### src/rtl/fifo_cmd_scheduler_if.sv
// Command FIFO read side and downstream issue port of the timed command scheduler.
// The scheduler takes the master modport; the FIFO/output stage side takes slave.
interface fifo_cmd_scheduler_if #(
  parameter int TS_WIDTH      = 32,
  parameter int PAYLOAD_WIDTH = 16
);
  logic                              fifo_empty;
  logic [TS_WIDTH+PAYLOAD_WIDTH-1:0] fifo_dout;
  logic                              fifo_read;
  logic                              out_valid;
  logic [PAYLOAD_WIDTH-1:0]          out_data;

  modport master (
    input  fifo_empty,
    input  fifo_dout,
    output fifo_read,
    output out_valid,
    output out_data
  );

  modport slave (
    output fifo_empty,
    output fifo_dout,
    input  fifo_read,
    input  out_valid,
    input  out_data
  );
endinterface

### src/rtl/fifo_cmd_scheduler.sv
// Timed command sequencer: pops {timestamp, payload} words from the command FIFO
// and issues each payload once the run timer reaches its timestamp.
// The interface instance must use the same TS_WIDTH/PAYLOAD_WIDTH as this module.
module fifo_cmd_scheduler #(
  parameter int TS_WIDTH      = 32,
  parameter int PAYLOAD_WIDTH = 16,
  parameter int CNT_WIDTH     = 16
) (
  input  logic                 clk,
  input  logic                 reset,
  input  logic                 start,
  input  logic                 stop,
  input  logic                 hold_on_empty,
  fifo_cmd_scheduler_if.master bus,
  output logic                 running,
  output logic                 done,
  output logic                 late_err,
  output logic [TS_WIDTH-1:0]  timer,
  output logic [CNT_WIDTH-1:0] issued_count
);

  typedef enum logic [1:0] {
    IDLE      = 2'd0,
    FETCH     = 2'd1,
    WAIT_DATA = 2'd2,
    ARMED     = 2'd3
  } state_t;

  state_t                   state;
  state_t                   state_next;
  logic                     read_cmd;
  logic                     load_cmd;
  logic                     issue;
  logic                     issue_late;
  logic                     finish;
  logic                     accept_start;
  logic [TS_WIDTH-1:0]      ts_reg;
  logic [PAYLOAD_WIDTH-1:0] pl_reg;
  logic [TS_WIDTH-1:0]      dout_ts;
  logic [PAYLOAD_WIDTH-1:0] dout_pl;
  logic                     out_valid_q;
  logic [PAYLOAD_WIDTH-1:0] out_data_q;

  assign dout_ts = bus.fifo_dout[TS_WIDTH+PAYLOAD_WIDTH-1:PAYLOAD_WIDTH];
  assign dout_pl = bus.fifo_dout[PAYLOAD_WIDTH-1:0];

  // Next-state and per-cycle strobes; stop overrides everything outside IDLE.
  always_comb begin
    state_next   = state;
    read_cmd     = 1'b0;
    load_cmd     = 1'b0;
    issue        = 1'b0;
    issue_late   = 1'b0;
    finish       = 1'b0;
    accept_start = 1'b0;
    case (state)
      IDLE: begin
        if (start && !stop) begin
          accept_start = 1'b1;
          state_next   = FETCH;
        end
      end
      FETCH: begin
        if (stop) begin
          state_next = IDLE;
        end else if (!bus.fifo_empty) begin
          read_cmd   = 1'b1;
          state_next = WAIT_DATA;
        end else if (!hold_on_empty) begin
          finish     = 1'b1;
          state_next = IDLE;
        end
      end
      WAIT_DATA: begin
        if (stop) begin
          state_next = IDLE;
        end else begin
          load_cmd   = 1'b1;
          state_next = ARMED;
        end
      end
      ARMED: begin
        if (stop) begin
          state_next = IDLE;
        end else if (timer >= ts_reg) begin
          issue      = 1'b1;
          issue_late = (timer > ts_reg);
          state_next = FETCH;
        end
      end
      default: state_next = IDLE;
    endcase
  end

  // State register.
  always_ff @(posedge clk or negedge reset) begin
    if (!reset) state <= IDLE;
    else        state <= state_next;
  end

  // Run timer: cleared when a run starts, counts every non-idle cycle, frozen in IDLE.
  always_ff @(posedge clk or negedge reset) begin
    if (!reset)              timer <= '0;
    else if (accept_start)   timer <= '0;
    else if (state != IDLE)  timer <= timer + TS_WIDTH'(1);
  end

  // Capture the popped command the cycle after the read strobe.
  always_ff @(posedge clk or negedge reset) begin
    if (!reset) begin
      ts_reg <= '0;
      pl_reg <= '0;
    end else if (load_cmd) begin
      ts_reg <= dout_ts;
      pl_reg <= dout_pl;
    end
  end

  // Registered issue strobe, payload, end-of-sequence pulse and run statistics.
  always_ff @(posedge clk or negedge reset) begin
    if (!reset) begin
      out_valid_q  <= 1'b0;
      out_data_q   <= '0;
      done         <= 1'b0;
      late_err     <= 1'b0;
      issued_count <= '0;
    end else begin
      out_valid_q <= issue;
      done        <= finish;
      if (issue) out_data_q <= pl_reg;
      if (accept_start) begin
        late_err     <= 1'b0;
        issued_count <= '0;
      end else if (issue) begin
        issued_count <= issued_count + CNT_WIDTH'(1);
        if (issue_late) late_err <= 1'b1;
      end
    end
  end

  assign running       = (state != IDLE);
  assign bus.fifo_read = read_cmd;
  assign bus.out_valid = out_valid_q;
  assign bus.out_data  = out_data_q;

endmodule

### src/flat_wrapper.sv
// flat-port wrapper written by rule: the top's interface ports become plain ports
module fifo_cmd_scheduler_flat 
#(
  parameter int TS_WIDTH      = 32,
  parameter int PAYLOAD_WIDTH = 16,
  parameter int CNT_WIDTH     = 16
)
  (clk, reset, start, stop, hold_on_empty, running, done, late_err, timer, issued_count, bus_fifo_empty, bus_fifo_dout, bus_fifo_read, bus_out_valid, bus_out_data);
  fifo_cmd_scheduler_if #(.TS_WIDTH(TS_WIDTH), .PAYLOAD_WIDTH(PAYLOAD_WIDTH)) bus_i ();
  input  logic clk;
  input  logic reset;
  input  logic start;
  input  logic stop;
  input  logic hold_on_empty;
  output logic running;
  output logic done;
  output logic late_err;
  output logic [TS_WIDTH-1:0] timer;
  output logic [CNT_WIDTH-1:0] issued_count;
  input wire logic [$bits(bus_i.fifo_empty)-1:0] bus_fifo_empty;
  input wire logic [$bits(bus_i.fifo_dout)-1:0] bus_fifo_dout;
  output wire logic [$bits(bus_i.fifo_read)-1:0] bus_fifo_read;
  output wire logic [$bits(bus_i.out_valid)-1:0] bus_out_valid;
  output wire logic [$bits(bus_i.out_data)-1:0] bus_out_data;
  assign bus_i.fifo_empty = bus_fifo_empty;
  assign bus_i.fifo_dout = bus_fifo_dout;
  assign bus_fifo_read = bus_i.fifo_read;
  assign bus_out_valid = bus_i.out_valid;
  assign bus_out_data = bus_i.out_data;
  fifo_cmd_scheduler #(.TS_WIDTH(TS_WIDTH), .PAYLOAD_WIDTH(PAYLOAD_WIDTH), .CNT_WIDTH(CNT_WIDTH)) u_core (.clk(clk), .reset(reset), .start(start), .stop(stop), .hold_on_empty(hold_on_empty), .bus(bus_i), .running(running), .done(done), .late_err(late_err), .timer(timer), .issued_count(issued_count));
endmodule
### config.mk
export PLATFORM = sky130hd
export DESIGN_NAME = fifo_cmd_scheduler_flat
export DESIGN_NICKNAME = d
export VERILOG_FILES = /design/src/rtl/fifo_cmd_scheduler_if.sv /design/src/rtl/fifo_cmd_scheduler.sv /design/src/flat_wrapper.sv
export SDC_FILE = /design/constraint.sdc
export NUM_CORES = 1
export LEC_CHECK = 0
export CAP_MARGIN = 20
export CORE_MARGIN = 2
export CORE_UTILIZATION = 55
export CTS_CLUSTER_DIAMETER = 50
export DETAILED_ROUTE_END_ITERATION = 10
export GPL_ROUTABILITY_DRIVEN = 0
export GPL_TIMING_DRIVEN = 0
export PLACE_DENSITY = 0.85
export SETUP_SLACK_MARGIN = 0.2
export SLEW_MARGIN = 25
export SYNTH_ARGS = -nofsm -noshare
export SYNTH_HDL_FRONTEND = slang
export SYNTH_SLANG_ARGS = --single-unit
### constraint.sdc
create_clock -name clk -period 6.4 [get_ports clk]
set_input_delay 1.28 -clock clk [delete_from_list [all_inputs] [get_ports clk]]
set_output_delay 1.28 -clock clk [all_outputs]
set_load 0.01 [all_outputs]
; Yosys cells after proc, flatten, opt, wreduce, memory -nomap -nowiden
; Index checks and enable logic that the tools add are counted.
[op_classes]
addsub = 2
magnitude_cmp = 2
n_eq_ne = 6
mux = 32
reduce_logical = 9
[ops]
columns = op, count
row1 = 32-bit two-way mux, 2
row2 = 32-bit by 1-bit adder with 32-bit output (second input constant), 1
row3 = 32-bit greater-or-equal comparator, 1
row4 = 32-bit greater-than comparator, 1
row5 = 16-bit two-way mux, 2
row6 = 1-bit two-way mux, 20
row7 = 16-bit by 1-bit adder with 16-bit output (second input constant), 1
row8 = 2-bit two-way mux, 7
row9 = 2-bit one-hot mux with 4 select lines, 1
row10 = 2-bit nonzero test, 4
row11 = 2-bit == test (second input constant), 2
row12 = 4-bit != test (second input constant), 1
row13 = 3-bit by 2-bit != test with 1-bit output (second input constant), 1
row14 = 3-bit AND reduction, 1
row15 = 2-bit by 1-bit == test with 1-bit output (second input constant), 1
row16 = 2-bit logical NOT, 1
row17 = 2-bit by 1-bit != test with 1-bit output (second input constant), 1
row18 = 2-bit AND reduction, 1
row19 = 1-bit logical AND, 1
row20 = 1-bit logical NOT, 1
[word_totals]
ff_bits = 117
in_bits = 54
out_inout_bits = 69
elab_cells = 60

; Depth between registers and ports, before layout
; Gate-level depths: netlist of run 1.
[logic_depth]
depth_word = 7
depth_mapped = 11
mapped_depth_nobuf = 10

; Worst setup path before layout of run 1
; Ideal clock, no wire load.
[synth_path]
path_type = input port to output port
start = in stop
end = out bus_fifo_read
arrival_ps = 1802
required_time_ps = 5120
slack_ps = 3318
path_stages = 2
n_path_buf = 0
cell_sequence = or3_1 > nor2_1
[synth_via]
elab_chain_len = 2
[synth_rtl]
columns = item, line_no
row1 = "start, declared", flat_wrapper.sv:13  ; input logic stop;
row2 = 1-bit two-way mux, fifo_cmd_scheduler.sv:64  ; if (stop) begin
row3 = 1-bit two-way mux, fifo_cmd_scheduler.sv:56  ; case (state)
row4 = "end, declared", flat_wrapper.sv:22  ; output wire logic [$bits(bus_i.fifo_read)-1:0] bus_fifo_read;
; Every way passes these cells.

; Worst setup path after layout of run 1
; Same ends and word-level chain as after synthesis.

==> metrics.log, run 1 <==
INFO  metric run_status = completed
INFO  metric ctsHoldBuffers = 0
INFO  metric min_path_type = reg -> reg
INFO  metric slew-limit-headroom = 0.462
INFO  metric hpwlAfterDp = 10500 um
INFO  metric synth_sequential_area_ratio = 0.509
INFO  metric cts.reportedPaths.clkPinSlew = 0.05 ns
INFO  metric syn_avg_cell_area = 10.3 um2
INFO  metric pin_count_of_the_biggest_net_entering_global_routing = 66
INFO  metric final.fill_count = 684
INFO  metric synth_async_sr_flop_share = 1.00
INFO  metric vias = 4809
INFO  metric max_cap_violations = 0
INFO  metric power.density_cell_area = 303 nW/um2
INFO  metric worstPathMaxFanout = 6
INFO  metric remaining_drc_errors = 0
INFO  metric final-instance-count-excl-fill = 846
INFO  metric p_leak = 3.49 nW
INFO  metric post-route-min-period = 4.22 ns
INFO  metric syn-num-nets = 645
INFO  metric wl_per_cell = 17.6 um
INFO  metric min_period_over_period = 0.660
INFO  metric die_w = 106 um
INFO  metric timing.critical_path.mode_cell = sky130_fd_sc_hd__clkdlybuf4s50_1
INFO  metric max-vdd-ir-drop = 0.194 mV
INFO  metric cts_resized = 0
INFO  metric timing.critical_path.from_type = input port
INFO  metric max_stage_delay = 0.58 ns
INFO  metric tritoncts = yes
INFO  metric post-route-worst-setup-slack = 2.18 ns
INFO  metric layout.cells.most_common_list = sky130_fd_sc_hd__clkdlybuf4s50_1 (121), sky130_fd_sc_hd__dfrtp_1 (117), sky130_fd_sc_hd__nand2_1 (78)
INFO  metric clock.fmax = 237 MHz
INFO  metric critPathSlowestCell = sky130_fd_sc_hd__clkdlybuf4s50_1
INFO  metric design.core.area = 10200 um2
INFO  metric cts-root-buf = sky130_fd_sc_hd__clkbuf_8
INFO  metric timing.critical_path.buf_inv = 2
INFO  metric critical_path_arrival = 2.94 ns
INFO  metric detailedPlace.worstSlack = 2.20 ns
INFO  metric cts_num_sinks = 117
INFO  metric inserted_diodes = 0
INFO  metric grt_antenna_before_repair = 0
INFO  metric area_growth = 34.7%
INFO  metric criticalPathCategory = in -> out
INFO  metric design.die.area = 11300 um2
INFO  metric timing.critical_path.max_delay_family = buffers and inverters
INFO  metric rsz_0062_raised_after_global_routing = no
INFO  metric ioPinCount = 123
INFO  metric setup_viol_count_final = 0
INFO  metric synthFlopType = sky130_fd_sc_hd__dfrtp_1
INFO  metric slew_viol_final = 0
INFO  metric setup_repair_bufs_after_cts = 0
INFO  metric critPathRequiredTime = 5.12 ns
INFO  metric grt_pass1_wl = 24300 um
INFO  metric fin_skew = 0.00897 ns
INFO  metric synth_cell_type_count = 47
INFO  metric ctsHtreeMaxLevel = 4
INFO  metric cts-buffers-inserted = 17
INFO  metric clk_latency = 0.52 ns
INFO  metric drtPass1Iterations = 5
INFO  metric synth_warnings = 0
INFO  metric synth_enable_flop_cells = 0
INFO  metric worstMarginPinSlew = 0.804 ns
INFO  metric yosys_register_bits = 117
INFO  metric grt_use_total = 0.275
INFO  metric initial_core_util = 0.562
INFO  metric post_synth_instance_area = 5750 um2
INFO  metric layout-drive-gt1-share = 0.107
INFO  metric critical_path.cell_chain = clkdlybuf4s50_1 -> or3_1 -> nor2_1 -> clkdlybuf4s50_1
INFO  metric antenna_left = 0
INFO  metric place_inst = 816
INFO  metric dr.first_iter.drc_count = 306
INFO  metric netlist_instances = 557
INFO  metric die_y = 106 um
INFO  metric ctsLongestPathBuffers = 2
INFO  metric grt.overflow.total = 0
INFO  metric vias_per_cell = 5.68
INFO  metric core.rowCount = 37
INFO  metric placement.io_buffers = 122
INFO  metric final_hold_viol_count = 0
INFO  metric net_count_final = 787
INFO  metric postRouteWirelength = 14900 um
INFO  metric critPathCaptureType = primary output
INFO  metric final_common_cell = sky130_fd_sc_hd__clkdlybuf4s50_1
INFO  metric final.hold.worst_slack = 0.504 ns
INFO  metric first_global_vias = 4994
[worst paths after layout]
check                                 start                     end  slack [ns]  depth (start not counted)
max in group asynchronous             reset        u_core.pl_reg[7]        4.99                          2
max                                    stop           bus_fifo_read        2.18                          4
max reg2reg                u_core.timer[27]  u_core.bus.out_data[6]        3.52                          7
min in group asynchronous             reset       u_core.ts_reg[12]        0.72                          1
min                        u_core.pl_reg[5]        u_core.pl_reg[5]        0.50                          1
min reg2reg                u_core.pl_reg[5]        u_core.pl_reg[5]        0.50                          1
[synthesized netlist by cell type (6+ instances only)]
cell type                  count  area (um2)
sky130_fd_sc_hd__mux2_4       14         210
sky130_fd_sc_hd__mux2i_1      12         120
sky130_fd_sc_hd__a21oi_1      24         120
sky130_fd_sc_hd__nand4_1      16         100
sky130_fd_sc_hd__a21o_1        6        45.0
sky130_fd_sc_hd__xor2_1        6        52.6
sky130_fd_sc_hd__and3_1       10        62.6
sky130_fd_sc_hd__dfrtp_1     117        2930
sky130_fd_sc_hd__nor2_1       28         105
sky130_fd_sc_hd__nand3_1      36         180
sky130_fd_sc_hd__clkbuf_1     12        45.0
sky130_fd_sc_hd__inv_1        39         146
sky130_fd_sc_hd__nand2_1      78         293
sky130_fd_sc_hd__mux2_2       19         214
sky130_fd_sc_hd__ha_1         34         425
sky130_fd_sc_hd__o21ai_0      54         270
[final cells by class]
cell class	instances	area, um2	area share
well taps	136	170	0.0220
plain buffers	14	67.6	0.00873
clock inverters	9	130	0.0168
flip-flops and latches	117	2930	0.378
multi-input cells	386	2610	0.337
clock buffers	21	439	0.0567
repair buffers	123	1250	0.161
inverters	40	150	0.0194
[through the flow]
step / cell area, um2 / power, mW / setup TNS, ns / utilization
CTS: 7740 / 2.35 / 0 / 0.756
floorplan: 5750 / 1.25 / 0 / -
global placement: 7140 / 1.37 / -39.25 / 0.698
finish: 7740 / 2.35 / 0 / 0.757
global route: 7740 / 2.46 / 0 / 0.757
detailed placement: 7170 / 1.42 / 0 / 0.701
[kinds of logic after synthesis]
kind of cell	Yosys count	synth area share
AOI/OAI and AO/OA	102	0.108
xor gates and xnor gates	10	0.0152
adders and majority gates	34	0.0740
buffers and inverters	54	0.0379
DFF	117	0.509
muxes	45	0.0947
and+or+nand+nor	195	0.161
[layer usage]
| layer | wire length (um) | up-vias | track usage | part of all wire |
|---|---|---|---|---|
| li1 | - | 2238 | - | - |
| met1 | 6000 | 2366 | 0.339 | 0.40 |
| met2 | 7560 | 179 | 0.467 | 0.51 |
| met3 | 1050 | 26 | 0.0748 | 0.070 |
| met4 | 257 | 0 | 0.0930 | 0.017 |
| met5 | 0 | - | 0 | 0 |
[worst reg2reg max path, stage by stage, from the launching register on]
cell and delay [ns]:
sky130_fd_sc_hd__dfrtp_1 0.46, sky130_fd_sc_hd__ha_1 0.38, sky130_fd_sc_hd__nand4_1 0.17, sky130_fd_sc_hd__nor4_2 0.55
sky130_fd_sc_hd__nand2_1 0.32, sky130_fd_sc_hd__a21oi_2 0.34, sky130_fd_sc_hd__buf_6 0.23, sky130_fd_sc_hd__mux2_4 0.32
[power by group]
group | total, mW | internal, mW | switching [mW]
clock | 0.923 | 0.597 | 0.326
combinational | 0.452 | 0.202 | 0.251
sequential | 0.971 | 0.899 | 0.0720
(Power assumes the default switching activity.)
==> inputs of run 2 (changes only) <==
CORE_UTILIZATION = 46   (was 55)
PLACE_DENSITY = 0.76   (was 0.85)
clock period = 3.4 ns   (was 6.4 ns; I/O delays follow)
==> run 2 against run 1 <==
Compared with the run above:
- core utilization decreased by 11 points
- final cell count rose by 4.0%
- global-route usage is 4.7 points lower
- critical path type unchanged
- wire length decreased by 3.3%
- clock-buffer cell count increased by 2
- total power rose by 89%
- combinational power rose by 81%
- clock power up 95%
- first-iteration DRC count is 0.98% higher
- via count fell by 3.1%
==> metrics.log, run 2 (synthesis gave the netlist of run 1 again) <==
INFO  metric grt_pass1_wl = 23400 um (-3.7%)
INFO  metric first_global_vias = 4898 (-1.9%)
INFO  metric cts.reportedPaths.clkPinSlew = 0.06 ns (about the same)
INFO  metric cts_resized = 0 (unchanged)
INFO  metric area_growth = 35.8%
INFO  metric antenna_left = 0 (unchanged)
INFO  metric max-vdd-ir-drop = 0.413 mV (+110%)
INFO  metric layout.cells.most_common_list = sky130_fd_sc_hd__clkdlybuf4s50_1 (121), sky130_fd_sc_hd__dfrtp_1 (117), sky130_fd_sc_hd__nand2_1 (78)
INFO  metric final-instance-count-excl-fill = 880 (+4.0%)
INFO  metric tritoncts = yes
INFO  metric slew_viol_final = 0 (unchanged)
INFO  metric power.density_cell_area = 568 nW/um2 (+88%)
INFO  metric p_leak = 3.51 nW (+0.72%)
INFO  metric grt_antenna_before_repair = 0 (unchanged)
INFO  metric min_path_type = in -> async
INFO  metric worstPathMaxFanout = 6 (unchanged)
INFO  metric grt_use_total = 0.228 (-0.0471)
INFO  metric fin_area = 7810 um2 (+0.84%)
INFO  metric place_area = 7210 um2 (+0.56%)
INFO  metric net_count_final = 787 (unchanged)
INFO  metric timing.rr.end = u_core.bus.out_data[12]
INFO  metric total_power = 4.44 mW (+89%)
INFO  metric final.hold.worst_slack = 0.265 ns (-0.239 ns)
INFO  metric clock.fmax = 333 MHz
INFO  metric slew-limit-headroom = 0.500 (+0.0381)
INFO  metric grt.overflow.total = 0 (unchanged)
INFO  metric start_point_of_the_critical_path = stop
INFO  metric final.fill_count = 968 (+42%)
INFO  metric die_w = 116 um (+9.0%)
INFO  metric timing.critical_path.from_type = input port
INFO  metric placement.io_buffers = 122 (unchanged)
INFO  metric setup_repair_bufs_after_cts = 0 (unchanged)
INFO  metric final_hold_viol_count = 0 (unchanged)
INFO  metric drtPass1Iterations = 4 (-1)
INFO  metric worstReg2RegStart = u_core.timer[10]
INFO  metric critPathRequiredTime = 2.72 ns (-2.40 ns)
INFO  metric initial_core_util = 0.475 (-0.0872)
INFO  metric layout-drive-gt1-share = 0.108 (+0.00110)
INFO  metric max_cap_violations = 0 (unchanged)
INFO  metric fin_skew = 0.00878 ns (-0.000190 ns)
INFO  metric setup_total_negative_slack = 0 ns (unchanged)
INFO  metric inserted_diodes = 0 (unchanged)
INFO  metric detailedPlace.worstSlack = 0.136 ns (-2.07 ns)
INFO  metric vias_per_cell = 5.29 (-6.9%)
INFO  metric design.die.area = 13400 um2 (+19%)
INFO  metric worstMarginPinSlew = 0.748 ns (-0.0569 ns)
INFO  metric post-route-worst-setup-slack = 0.398 ns (-1.78 ns)
INFO  metric core.rowCount = 40 (+8.1%)
INFO  metric cp-endpoint = bus_fifo_read
INFO  metric vias = 4658 (-3.1%)
INFO  metric critical_path_arrival = 2.32 ns (-0.62 ns)
INFO  metric critPathCaptureType = primary output
INFO  metric min_period_over_period = 0.883
INFO  metric remaining_drc_errors = 0 (unchanged)
INFO  metric run_status = completed
INFO  metric rsz_0062_raised_after_global_routing = no
INFO  metric ctsHoldBuffers = 0 (unchanged)
INFO  metric flop2flop_setup_slack = 0.57 ns (-2.95 ns)
INFO  metric dr.first_iter.drc_count = 309 (+0.98%)
INFO  metric clk_latency = 0.42 ns (-0.10 ns)
INFO  metric cts-buffers-inserted = 17 (unchanged)
INFO  metric wl_per_cell = 16.3 um (-7.0%)
INFO  metric post-route-min-period = 3.00 ns
INFO  metric pin_count_of_the_biggest_net_entering_global_routing = 67 (+1.5%)
INFO  metric ctsLongestPathBuffers = 2 (unchanged)
INFO  metric finish.utilization = 0.645 (-0.112)
INFO  metric ioPinCount = 123 (unchanged)
INFO  metric cts-root-buf = sky130_fd_sc_hd__clkbuf_16
INFO  metric setup_viol_count_final = 0 (unchanged)
INFO  metric hpwlAfterDp = 10300 um (-1.6%)
INFO  metric postRouteWirelength = 14400 um (-3.3%)
INFO  metric cts_num_sinks = 117 (unchanged)
INFO  metric place_inst = 848 (+3.9%)
INFO  metric worstRegToRegCells = 9 (+2)
INFO  metric ctsHtreeMaxLevel = 4 (unchanged)
INFO  metric design.core.area = 12100 um2 (+18%)
INFO  metric die_y = 116 um (+9.0%)
INFO  metric final_common_cell = sky130_fd_sc_hd__clkdlybuf4s50_1
INFO  metric criticalPathCategory = in -> out
-- run 2: worst min-delay path by stage --
stage                                start                       to
after floorplan                      reset   u_core.bus.out_data[0]
after global placement    u_core.pl_reg[1]   u_core.bus.out_data[1]
after detailed placement  u_core.pl_reg[6]   u_core.bus.out_data[6]
after CTS                            reset  u_core.issued_count[11]
after global routing                 reset  u_core.issued_count[11]
final                                reset  u_core.issued_count[11]
-- run 2: area by class of cell --
cell class,instances,area [um2],area share
Buffer,14,67.6,0.00865
Clock buffer,23,468,0.0599
Clock inverter,9,126,0.0162
Inverter,40,150,0.0192
Multi-Input combinational cell,386,2610,0.334
Sequential cell,117,2930,0.375
Tap cell,168,210,0.0269
Timing Repair Buffer,123,1250,0.160
-- run 2: critical path: stages --
cell                              delay [ns]
sky130_fd_sc_hd__clkdlybuf4s50_1        0.50
sky130_fd_sc_hd__or3_1                  0.38
sky130_fd_sc_hd__nor2_1                 0.17
sky130_fd_sc_hd__clkdlybuf4s50_1        0.59
-- run 2: power breakdown --
group          switching, mW  leakage (nW)  internal [mW]
Sequential             0.132          1.54           1.69
Combinational          0.442          1.68          0.374
Clock                  0.611         0.291           1.19
-- run 2: routing by layer --
metal / GRT usage / vias up / routed length [um]
li1: - / 2234 / -
met1: 0.272 / 2285 / 6180
met2: 0.380 / 123 / 7040
met3: 0.0894 / 16 / 1000
met4: 0.0722 / 0 / 163
met5: 0 / - / 0
==> inputs of run 3 (changes only) <==
CAP_MARGIN = default   (was 20)
==> results of run 3 <==
Final layout, timing and power as in run 2 (identical DEF).
